--- config.mk ---
export PLATFORM = sky130hd
export DESIGN_NAME = axi_llc_sram_sched_flat
export DESIGN_NICKNAME = d
export VERILOG_FILES = /design/src/rtl/axi_llc_pkg.sv /design/src/rtl/axi_llc_sram_sched_if.sv /design/src/rtl/axi_llc_sram_sched_rsp_pipe.sv /design/src/rtl/axi_llc_sram_sched.sv /design/src/flat_wrapper.sv
export SDC_FILE = /design/constraint.sdc
export NUM_CORES = 1
export LEC_CHECK = 0
export BUFFER_PORTS_ARGS = -buffer_cell sky130_fd_sc_hd__clkbuf_2
export CORE_AREA = 2 2 348 350
export DETAILED_ROUTE_END_ITERATION = 6
export DIE_AREA = 0 0 350 352
export PLACE_DENSITY = 0.32
export SLEW_MARGIN = 20
export SYNTH_ARGS = -nofsm -noshare
export SYNTH_HDL_FRONTEND = slang
export SYNTH_SLANG_ARGS = --single-unit
--- constraint.sdc ---
create_clock -name clk_i -period 5.6 [get_ports clk_i]
set_input_delay 0.28 -clock clk_i [delete_from_list [all_inputs] [get_ports clk_i]]
set_output_delay 0.28 -clock clk_i [all_outputs]
set_load 0.01 [all_outputs]
--- src/rtl/axi_llc_pkg.sv ---
// Shared types for the LLC SRAM scheduler.
package axi_llc_pkg;

  typedef enum logic [1:0] {
    INIT,
    RUN,
    DRAIN
  } sram_sched_state_e;

endpackage

--- src/rtl/axi_llc_sram_sched_if.sv ---
// Requester-side and SRAM-side bundle of the LLC SRAM scheduler.
interface axi_llc_sram_sched_if #(
  parameter int unsigned NumPorts  = 3,
  parameter int unsigned AddrWidth = 10,
  parameter int unsigned DataWidth = 128,
  parameter int unsigned BeWidth   = 16
);
  logic [NumPorts-1:0]                req_i;
  logic [NumPorts-1:0]                we_i;
  logic [NumPorts-1:0][AddrWidth-1:0] addr_i;
  logic [NumPorts-1:0][DataWidth-1:0] wdata_i;
  logic [NumPorts-1:0][BeWidth-1:0]   be_i;
  logic [NumPorts-1:0]                gnt_o;
  logic [NumPorts-1:0]                rvalid_o;
  logic [DataWidth-1:0]               rdata_o;
  logic                               init_req_i;
  logic                               init_done_o;
  logic                               sram_req_o;
  logic                               sram_we_o;
  logic [AddrWidth-1:0]               sram_addr_o;
  logic [DataWidth-1:0]               sram_wdata_o;
  logic [BeWidth-1:0]                 sram_be_o;
  logic                               sram_gnt_i;
  logic [DataWidth-1:0]               sram_rdata_i;

  modport slave (
    input  req_i, we_i, addr_i, wdata_i, be_i, init_req_i, sram_gnt_i, sram_rdata_i,
    output gnt_o, rvalid_o, rdata_o, init_done_o,
           sram_req_o, sram_we_o, sram_addr_o, sram_wdata_o, sram_be_o
  );

  modport master (
    output req_i, we_i, addr_i, wdata_i, be_i, init_req_i, sram_gnt_i, sram_rdata_i,
    input  gnt_o, rvalid_o, rdata_o, init_done_o,
           sram_req_o, sram_we_o, sram_addr_o, sram_wdata_o, sram_be_o
  );
endinterface

--- src/rtl/axi_llc_sram_sched_rsp_pipe.sv ---
// Tag pipe matching the SRAM read latency: carries {valid, requester idx}.
module axi_llc_sram_rsp_pipe #(
  parameter int unsigned Latency  = 1,
  parameter int unsigned IdxWidth = 1
) (
  input  logic                clk_i,
  input  logic                clr_i,
  input  logic                vld_i,
  input  logic [IdxWidth-1:0] idx_i,
  output logic                vld_o,
  output logic [IdxWidth-1:0] idx_o,
  output logic                empty_o
);
  logic [Latency-1:0]               vld_q;
  logic [Latency-1:0][IdxWidth-1:0] idx_q;
  logic [Latency:0]                 vld_pipe;
  logic [Latency:0][IdxWidth-1:0]   idx_pipe;

  assign vld_pipe = {vld_q, vld_i};
  assign idx_pipe = {idx_q, idx_i};

  always_ff @(posedge clk_i) begin
    if (clr_i) vld_q <= '0;
    else       vld_q <= vld_pipe[Latency-1:0];
    idx_q <= idx_pipe[Latency-1:0];
  end

  assign vld_o   = vld_pipe[Latency];
  assign idx_o   = idx_pipe[Latency];
  assign empty_o = ~|vld_q;
endmodule

--- src/rtl/axi_llc_sram_sched.sv ---
// Round-robin scheduler sharing one LLC SRAM port between requesters,
// with read-response routing and a zero-init sweep.
module axi_llc_sram_sched import axi_llc_pkg::*; #(
  parameter int unsigned NumPorts    = 3,
  parameter int unsigned NumWords    = 1024,
  parameter int unsigned DataWidth   = 128,
  parameter int unsigned ByteWidth   = 8,
  parameter int unsigned Latency     = 1,
  parameter bit          InitOnReset = 1'b1
) (
  input logic             clk_i,
  input logic             rst_i,
  axi_llc_sram_sched_if.slave bus
);
  localparam int unsigned AddrWidth = NumWords > 1 ? $clog2(NumWords) : 1;
  localparam int unsigned BeWidth   = (DataWidth + ByteWidth - 1) / ByteWidth;
  localparam int unsigned IdxWidth  = NumPorts > 1 ? $clog2(NumPorts) : 1;
  localparam sram_sched_state_e RstState = InitOnReset ? INIT : RUN;

  typedef logic [AddrWidth-1:0] addr_t;
  typedef logic [DataWidth-1:0] data_t;
  typedef logic [BeWidth-1:0]   be_t;
  typedef logic [IdxWidth-1:0]  idx_t;

  sram_sched_state_e state_q, state_d;
  addr_t init_cnt_q, init_cnt_d;
  idx_t  rr_ptr_q, lock_idx_q, arb_idx, win_idx, pop_idx, k;
  logic  lock_q, arb_vld, win_vld, accept, pop_vld, pipe_empty;

  // First active request at or after the priority pointer.
  always_comb begin
    arb_vld = 1'b0;
    arb_idx = '0;
    k       = '0;
    for (int i = NumPorts - 1; i >= 0; i--) begin
      k = idx_t'((int'(rr_ptr_q) + i) % int'(NumPorts));
      if (bus.req_i[k]) begin
        arb_vld = 1'b1;
        arb_idx = k;
      end
    end
  end

  // A stalled winner stays locked so a late higher-priority request cannot steal the slot.
  assign win_vld = lock_q | arb_vld;
  assign win_idx = lock_q ? lock_idx_q : arb_idx;

  always_comb begin
    state_d          = state_q;
    init_cnt_d       = init_cnt_q;
    accept           = 1'b0;
    bus.gnt_o        = '0;
    bus.sram_req_o   = 1'b0;
    bus.sram_we_o    = 1'b0;
    bus.sram_addr_o  = addr_t'(0);
    bus.sram_wdata_o = data_t'(0);
    bus.sram_be_o    = be_t'(0);
    unique case (state_q)
      INIT: begin
        bus.sram_req_o   = 1'b1;
        bus.sram_we_o    = 1'b1;
        bus.sram_be_o    = '1;
        bus.sram_addr_o  = init_cnt_q;
        if (bus.sram_gnt_i) begin
          if (init_cnt_q == addr_t'(NumWords - 1)) begin
            init_cnt_d = '0;
            state_d    = RUN;
          end else begin
            init_cnt_d = init_cnt_q + addr_t'(1);
          end
        end
      end
      RUN: begin
        bus.sram_req_o     = win_vld;
        bus.sram_we_o      = bus.we_i[win_idx];
        bus.sram_addr_o    = bus.addr_i[win_idx];
        bus.sram_wdata_o   = bus.wdata_i[win_idx];
        bus.sram_be_o      = bus.be_i[win_idx];
        bus.gnt_o[win_idx] = win_vld & bus.sram_gnt_i;
        accept             = win_vld & bus.sram_gnt_i;
        if (bus.init_req_i) state_d = DRAIN;
      end
      DRAIN: if (pipe_empty) state_d = INIT;
      default: state_d = RstState;
    endcase
    if (rst_i) begin
      bus.sram_req_o = 1'b0;
      bus.gnt_o      = '0;
      accept         = 1'b0;
    end
  end

  always_ff @(posedge clk_i) begin
    if (rst_i) begin
      state_q    <= RstState;
      init_cnt_q <= '0;
      rr_ptr_q   <= '0;
      lock_q     <= 1'b0;
      lock_idx_q <= '0;
    end else begin
      state_q    <= state_d;
      init_cnt_q <= init_cnt_d;
      if (accept) rr_ptr_q <= (win_idx == idx_t'(NumPorts - 1)) ? '0 : win_idx + idx_t'(1);
      lock_q     <= (state_q == RUN) && win_vld && !bus.sram_gnt_i;
      lock_idx_q <= win_idx;
    end
  end

  axi_llc_sram_rsp_pipe #(
    .Latency  (Latency),
    .IdxWidth (IdxWidth)
  ) i_rsp_pipe (
    .clk_i   (clk_i),
    .clr_i   (rst_i),
    .vld_i   (accept & ~bus.we_i[win_idx]),
    .idx_i   (win_idx),
    .vld_o   (pop_vld),
    .idx_o   (pop_idx),
    .empty_o (pipe_empty)
  );

  always_comb begin
    bus.rvalid_o = '0;
    if (pop_vld && !rst_i) bus.rvalid_o[pop_idx] = 1'b1;
  end

  assign bus.rdata_o     = bus.sram_rdata_i;
  assign bus.init_done_o = rst_i ? !InitOnReset : (state_q == RUN);
endmodule
--- src/flat_wrapper.sv ---
// flat-port wrapper written by rule: the top's interface ports become plain ports
module axi_llc_sram_sched_flat import axi_llc_pkg::*;
#(
  parameter int unsigned NumPorts    = 3,
  parameter int unsigned NumWords    = 1024,
  parameter int unsigned DataWidth   = 128,
  parameter int unsigned ByteWidth   = 8,
  parameter int unsigned Latency     = 1,
  parameter bit          InitOnReset = 1'b1
)
  (clk_i, rst_i, bus_req_i, bus_we_i, bus_addr_i, bus_wdata_i, bus_be_i, bus_init_req_i, bus_sram_gnt_i, bus_sram_rdata_i, bus_gnt_o, bus_rvalid_o, bus_rdata_o, bus_init_done_o, bus_sram_req_o, bus_sram_we_o, bus_sram_addr_o, bus_sram_wdata_o, bus_sram_be_o);
  axi_llc_sram_sched_if #(.NumPorts(NumPorts), .DataWidth(DataWidth)) bus_i ();
  input logic clk_i;
  input logic rst_i;
  input wire logic [$bits(bus_i.req_i)-1:0] bus_req_i;
  input wire logic [$bits(bus_i.we_i)-1:0] bus_we_i;
  input wire logic [$bits(bus_i.addr_i)-1:0] bus_addr_i;
  input wire logic [$bits(bus_i.wdata_i)-1:0] bus_wdata_i;
  input wire logic [$bits(bus_i.be_i)-1:0] bus_be_i;
  input wire logic [$bits(bus_i.init_req_i)-1:0] bus_init_req_i;
  input wire logic [$bits(bus_i.sram_gnt_i)-1:0] bus_sram_gnt_i;
  input wire logic [$bits(bus_i.sram_rdata_i)-1:0] bus_sram_rdata_i;
  output wire logic [$bits(bus_i.gnt_o)-1:0] bus_gnt_o;
  output wire logic [$bits(bus_i.rvalid_o)-1:0] bus_rvalid_o;
  output wire logic [$bits(bus_i.rdata_o)-1:0] bus_rdata_o;
  output wire logic [$bits(bus_i.init_done_o)-1:0] bus_init_done_o;
  output wire logic [$bits(bus_i.sram_req_o)-1:0] bus_sram_req_o;
  output wire logic [$bits(bus_i.sram_we_o)-1:0] bus_sram_we_o;
  output wire logic [$bits(bus_i.sram_addr_o)-1:0] bus_sram_addr_o;
  output wire logic [$bits(bus_i.sram_wdata_o)-1:0] bus_sram_wdata_o;
  output wire logic [$bits(bus_i.sram_be_o)-1:0] bus_sram_be_o;
  assign bus_i.req_i = bus_req_i;
  assign bus_i.we_i = bus_we_i;
  assign bus_i.addr_i = bus_addr_i;
  assign bus_i.wdata_i = bus_wdata_i;
  assign bus_i.be_i = bus_be_i;
  assign bus_i.init_req_i = bus_init_req_i;
  assign bus_i.sram_gnt_i = bus_sram_gnt_i;
  assign bus_i.sram_rdata_i = bus_sram_rdata_i;
  assign bus_gnt_o = bus_i.gnt_o;
  assign bus_rvalid_o = bus_i.rvalid_o;
  assign bus_rdata_o = bus_i.rdata_o;
  assign bus_init_done_o = bus_i.init_done_o;
  assign bus_sram_req_o = bus_i.sram_req_o;
  assign bus_sram_we_o = bus_i.sram_we_o;
  assign bus_sram_addr_o = bus_i.sram_addr_o;
  assign bus_sram_wdata_o = bus_i.sram_wdata_o;
  assign bus_sram_be_o = bus_i.sram_be_o;
  axi_llc_sram_sched #(.NumPorts(NumPorts), .NumWords(NumWords), .DataWidth(DataWidth), .ByteWidth(ByteWidth), .Latency(Latency), .InitOnReset(InitOnReset)) u_core (.clk_i(clk_i), .rst_i(rst_i), .bus(bus_i));
endmodule
Yosys cells after proc, flatten, opt, wreduce, memory -nomap -nowiden
Index checks and enable logic that the tools add are counted.

storage, ports and cells
  flip-flop bits (word level) = 20
  input bits = 600
  output and inout bits = 291
  logic and storage cells = 88

operators by class
  add/sub/neg operators = 4
  divide/modulo/power cells = 3
  order comparisons = 7
  equal/unequal tests = 8
  multiplexer cells = 44
  bitwise logic cells = 5
  reduce and logical (&&, ||, !) cells = 10

operators with widths
  operator                                                                       number
  128-bit binary-select mux with 2-bit select                                    1
  128-bit 2-to-1 mux                                                             2
  32-bit by 3-bit modulo with 32-bit output (second input constant)              2
  16-bit binary-select mux with 2-bit select                                     1
  3-bit by 3-bit modulo with 32-bit output (second input constant)               1
  16-bit one-hot mux with 2 select lines                                         1
  10-bit binary-select mux with 2-bit select                                     1
  10-bit 2-to-1 mux                                                              2
  10-bit one-hot mux with 2 select lines                                         1
  2-bit 2-to-1 mux                                                               9
  16-bit 2-to-1 mux                                                              1
  2-bit by 3-bit less-than comparator with 1-bit output (second input constant)  5
  1-bit 2-to-1 mux                                                               13
  10-bit by 1-bit adder with 10-bit output (second input constant)               1
  10-bit equality test (second input constant)                                   1
  3-bit 2-to-1 mux                                                               3
  1-bit binary-select mux with 2-bit select                                      4
  2-bit inequality test (second input constant)                                  3
  2-bit one-hot mux with 3 select lines                                          1
  1-bit logical AND                                                              5
  1-bit demux with 2-bit select                                                  2
  2-bit equality test (second input constant)                                    2
  2-bit by 1-bit >= comparator with 1-bit output (second input constant)         2
  1-bit one-hot mux with 2 select lines                                          2
  other kinds (13)                                                               15

Longest topological paths before layout
  word-level depth = 15
  depth in mapped cells = 12

Hierarchy
From an unflattened synthesis, not the netlist that was laid out.

unflattened totals
  cell total of the unflattened synthesis = 714
  area total of the unflattened synthesis = 5278.8 um^2

modules (own cells, without submodules)
  module                 times used  cells each  area an instance (um^2)  seq. area each (um^2)
  axi_llc_sram_sched     1           709         5201.2                   340.3
  axi_llc_sram_rsp_pipe  1           5           77.6                     60.1

Least setup slack after synthesis
Ideal clock, no wire load.

  path type = register to output
  start point = register u_core.rr_ptr_q[1]
  end point = output bus_sram_wdata_o[107]
  arrival = 2.298 ns
  required time = 5.320 ns
  setup slack = 3.022 ns
  stages on the path, launching flop included = 12
  buffers on the path = 4
  cells stage by stage = dfxtp_1 > inv_1 > ha_1 > buf_6 > mux2_4 > a211o_1 > o21a_1 > buf_6 > nor3_4 > clkbuf_8 > buf_12 > o2bb2ai_1

between the ends
  longest elaborated chain between the ends = 11

RTL lines
  item                                             RTL line                   source
  start, declared                                  axi_llc_sram_sched.sv:27   idx_t rr_ptr_q, lock_idx_q, arb_idx, win_idx, pop_idx, k;
  start signal, assigned                           axi_llc_sram_sched.sv:103  if (accept) rr_ptr_q <= (win_idx == idx_t'(NumPorts - 1)) ? '0 : win_idx + idx_t'(1);
  2-bit by 2-bit adder with 3-bit output           axi_llc_sram_sched.sv:36   k = idx_t'((int'(rr_ptr_q) + i) % int'(NumPorts));
  32-bit by 3-bit modulo with 32-bit output        axi_llc_sram_sched.sv:36
  1-bit binary-select mux with 2-bit select        axi_llc_sram_sched.sv:37   if (bus.req_i[k]) begin
  1-bit 2-to-1 mux (not written as such)           axi_llc_sram_sched.sv:37
  2-bit 2-to-1 mux (2 in series)                   axi_llc_sram_sched.sv:37
  2-bit 2-to-1 mux (*)                             axi_llc_sram_sched.sv:37
  2-bit 2-to-1 mux (*)                             axi_llc_sram_sched.sv:46   assign win_idx = lock_q ? lock_idx_q : arb_idx;
  128-bit binary-select mux with 2-bit select (*)  axi_llc_sram_sched.sv:77   bus.sram_wdata_o = bus.wdata_i[win_idx];
  128-bit 2-to-1 mux (not written as such) (*)     axi_llc_sram_sched.sv:77
  128-bit 2-to-1 mux (*)                           axi_llc_sram_sched.sv:58   unique case (state_q)
  end, declared                                    flat_wrapper.sv:30         output wire logic [$bits(bus_i.sram_wdata_o)-1:0] bus_sram_wdata_o;

Every way passes the cells marked *; elsewhere a longest branch is shown, timed or not. The select of a mux whose other input is x is not followed.

Final worst setup path
  start point = register u_core.rr_ptr_q[0]
  end point = output bus_sram_wdata_o[72]

The elaborated chain is that of the path after synthesis.

==> results.py <==
metrics = {
    "outcome": {
        "outcome": "completed",
    },
    "finish": {
        "synthToLayoutAreaGrowth_pct": 68.9,
        "drive_gt1_share_pct": 58.8,
        "final_nets": 1741,
        "final_cells": 2758,
    },
    "sta": {
        "rsz0062_at_grt": "no",
        "finalHoldViolations": 0,
        "setup_ws_ns": 1.65,
        "slew-limit-headroom_pct": 34.7,
        "timing.fmax_mhz": 253,
        "layout_min_cycle_time_ns": 3.95,
        "worst_pin_slew_ns": 0.979,
        "finalCritPeriodShare_pct": 70.6,
        "final.setup_skew_ns": 0.00365,
        "drv_slew": 0,
        "final.setup.tns_ns": 0,
        "setup_viol": 0,
    },
    "floorplanning": {
        "pin_count": 891,
        "core_area_mm2": 0.119,
        "dieArea_mm2": 0.123,
        "rows": 127,
        "start_util_pct": 4.81,
        "dieHeight_um": 352,
        "die_x_um": 350,
    },
    "power_and_ir_drop": {
        "leakage_uw": 0.00477,
        "total_power_uw": 670,
        "p_per_area_mw_per_mm2": 69.2,
        "ir_worst_vdd_uv": 86.8,
    },
    "yosys": {
        "synth_top_area_share_pct": 27.4,
        "ys_ff_latch": 20,
        "synth_top_cells_by_count": "mux2i_1 (157), buf_4 (129), o2bb2ai_1 (118)",
        "synth_cell_types": 48,
        "synth_edf_count": 0,
        "synthesis.nets": 1281,
        "synthFlopType": "dfxtp_1",
        "seq_area_frac_synth_pct": 6.98,
        "yosysMostFrequentCell": "mux2i_1",
        "synthArstFlopShare_pct": 0,
        "yosysWarnings": 0,
        "netlist_area_mm2": 0.00573,
        "syn-instance-count": 677,
        "postSynthAreaPerCell_um2": 8.47,
        "synth_top_cells_by_area": "mux2i_1 (27%), o2bb2ai_1 (18%), buf_4 (17%)",
        "yosysTopAreaCell": "mux2i_1",
    },
    "clocking": {
        "hold_buffers": 0,
        "clock-root-buffer": "clkbuf_16",
        "cts-buffers-inserted": 3,
        "cts_sinks": 20,
        "clk_pin_slew_ns": 0.06,
        "cts_tree": "yes",
        "post-cts-setup-buffers": 0,
        "cts_buffer_depth": 2,
        "worstSkewPairLatency_ns": 0.26,
        "cts_max_level": 1,
        "cts_resized": 0,
    },
    "setup_path": {
        "slowest_stage": "o21a_1",
        "crit_path_start_kind": "register",
        "path_cells": "inv_1, ha_1, or2_2, a31oi_1, o21a_1, nand2_4, buf_4, o2bb2ai_1, clkbuf_2",
        "critPathArrivalTime_ns": 3.67,
        "crit_path_max_fanout": 46,
        "required_ns": 5.32,
        "crit_path_max_incr_delay_ns": 0.48,
        "worst-setup-path-type": "reg -> out",
        "end_kind": "primary output",
    },
    "routing": {
        "drc": 0,
        "finalWirelength_um": 63600,
        "drt_iter0_markers": 363,
        "wl_per_cell_um": 23.0,
        "drtPass1Iterations": 5,
        "via_count": 7482,
        "viasPerCell": 2.71,
        "ant_nets": 0,
    },
    "place": {
        "placedCellCount": 2744,
        "gp_congestion": 0.806,
        "hpwl_um": 58600,
        "pre_cts_ws_ns": 1.90,
        "port_buffers": 634,
    },
    "min_path": {
        "hp-class": "in -> reg",
    },
    "global_route": {
        "grt_antenna_before_repair": 70,
        "grt_first_pass_wirelength_um": 78500,
        "grt-ovfl-total": 0,
        "grt_pass1_vias": 7765,
        "grt_util_all_layers_pct": 9.68,
        "grt_max_degree": 81,
    },
    "run": {
        "cap_violations": 0,
    },
}
kinds of logic (layout without fill, tap and decap cells):
group,after synthesis,after routing,synth area share (%)
AOI/OAI and AO/OA,192,192,28.2
xor gates and xnor gates,9,9,1.37
adders and majority gates,4,4,0.873
buffers and inverters,203,661,26.8
DFF,20,20,6.98
muxes,159,159,27.9
other,0,11,0
and+or+nand+nor,90,90,7.86
registers in the layout (all words and copies together), names as in the netlist:
name,flops
u_core.i_rsp_pipe.idx_o,2
u_core.i_rsp_pipe.vld_o,1
u_core.init_cnt_q,10
u_core.lock_idx_q,2
u_core.lock_q,1
u_core.rr_ptr_q,2
u_core.state_q,2
path summary, 6_finish.rpt:
path	startpoint	to	slack [ns]	depth (start not counted)
max	u_core.rr_ptr_q[0]$_SDFFE_PP0P_	bus_sram_wdata_o[72]	1.65	9
min	bus_init_req_i	u_core.state_q[1]$_SDFFE_PP0P_	0.26	3
max reg2reg	u_core.rr_ptr_q[0]$_SDFFE_PP0P_	u_core.i_rsp_pipe.vld_o$_SDFF_PP0_	3.06	7
min reg2reg	u_core.i_rsp_pipe.vld_o$_SDFF_PP0_	u_core.state_q[1]$_SDFFE_PP0P_	0.49	2
per-layer routing:
layer | vias up | wire length [µm] | share of wire, % | track usage (%)
li1 | 3378 | - | - | -
met1 | 3334 | 26400 | 42 | 12.0
met2 | 589 | 26600 | 42 | 14.9
met3 | 145 | 9240 | 15 | 5.59
met4 | 36 | 1050 | 1.7 | 0.888
met5 | - | 214 | 0.34 | 0
final cells by class:
class                           instances  area [µm²]
Fill cell                           14182      110000
Multi-Input combinational cell        454        3810
Timing Repair Buffer                  645        3310
Tap cell                             1612        2020
Sequential cell                        20         400
Clock buffer                            3        75.1
Inverter                               13        48.8
Antenna cell                           11        27.5
stage by stage:
| step | cell area [µm²] | utilization (%) | hold slack, ns |
|---|---|---|---|
| global placement | 9580 | 8.03 | 0.489 |
| global route | 9660 | 8.09 | 0.271 |
| finish | 9690 | 8.12 | 0.257 |
| floorplan | 5730 | - | 0.359 |
| detailed placement | 9580 | 8.03 | 0.489 |
| CTS | 9660 | 8.09 | 0.248 |
critical path: cells and delay by family, from the launching register on:
kind	cells	cell delay, ns
fa+ha+maj	1	0.35
buf+inv	3	0.75
compound gates	3	1.02
simple gates	2	0.81
flops	1	0.35
placed cells by master, fill, tap and decap left out, drive strengths merged, types with 2 or more instances in the layout:
master   netlist  layout
clkbuf        12     637
mux2i        157     157
o2bb2ai      128     128
nand2         26      26
nor2          21      21
dfxtp         20      20
a31oi         19      19
o22ai         16      16
nand4         13      13
inv           13      13
diode          0      11
buf          178      11
o211ai        10      10
nand2b         6       6
nor3           6       6
nand3          5       5
xor2           5       5
a21oi          4       4
xnor2          4       4
ha             4       4
nor3b          3       3
or2            2       2
nor2b          2       2
o21ai          2       2
o221ai         2       2
and3           2       2
a211oi         2       2
mux2           2       2
power breakdown:
part / total, µW / switching (µW) / internal, µW / leakage (µW)
Clock: 154 / 59.2 / 94.5 / 0.0000370
Sequential: 147 / 2.51 / 145 / 0.000162
Combinational: 369 / 186 / 183 / 0.00457
Note: power is estimated with default switching activity, not from simulation.
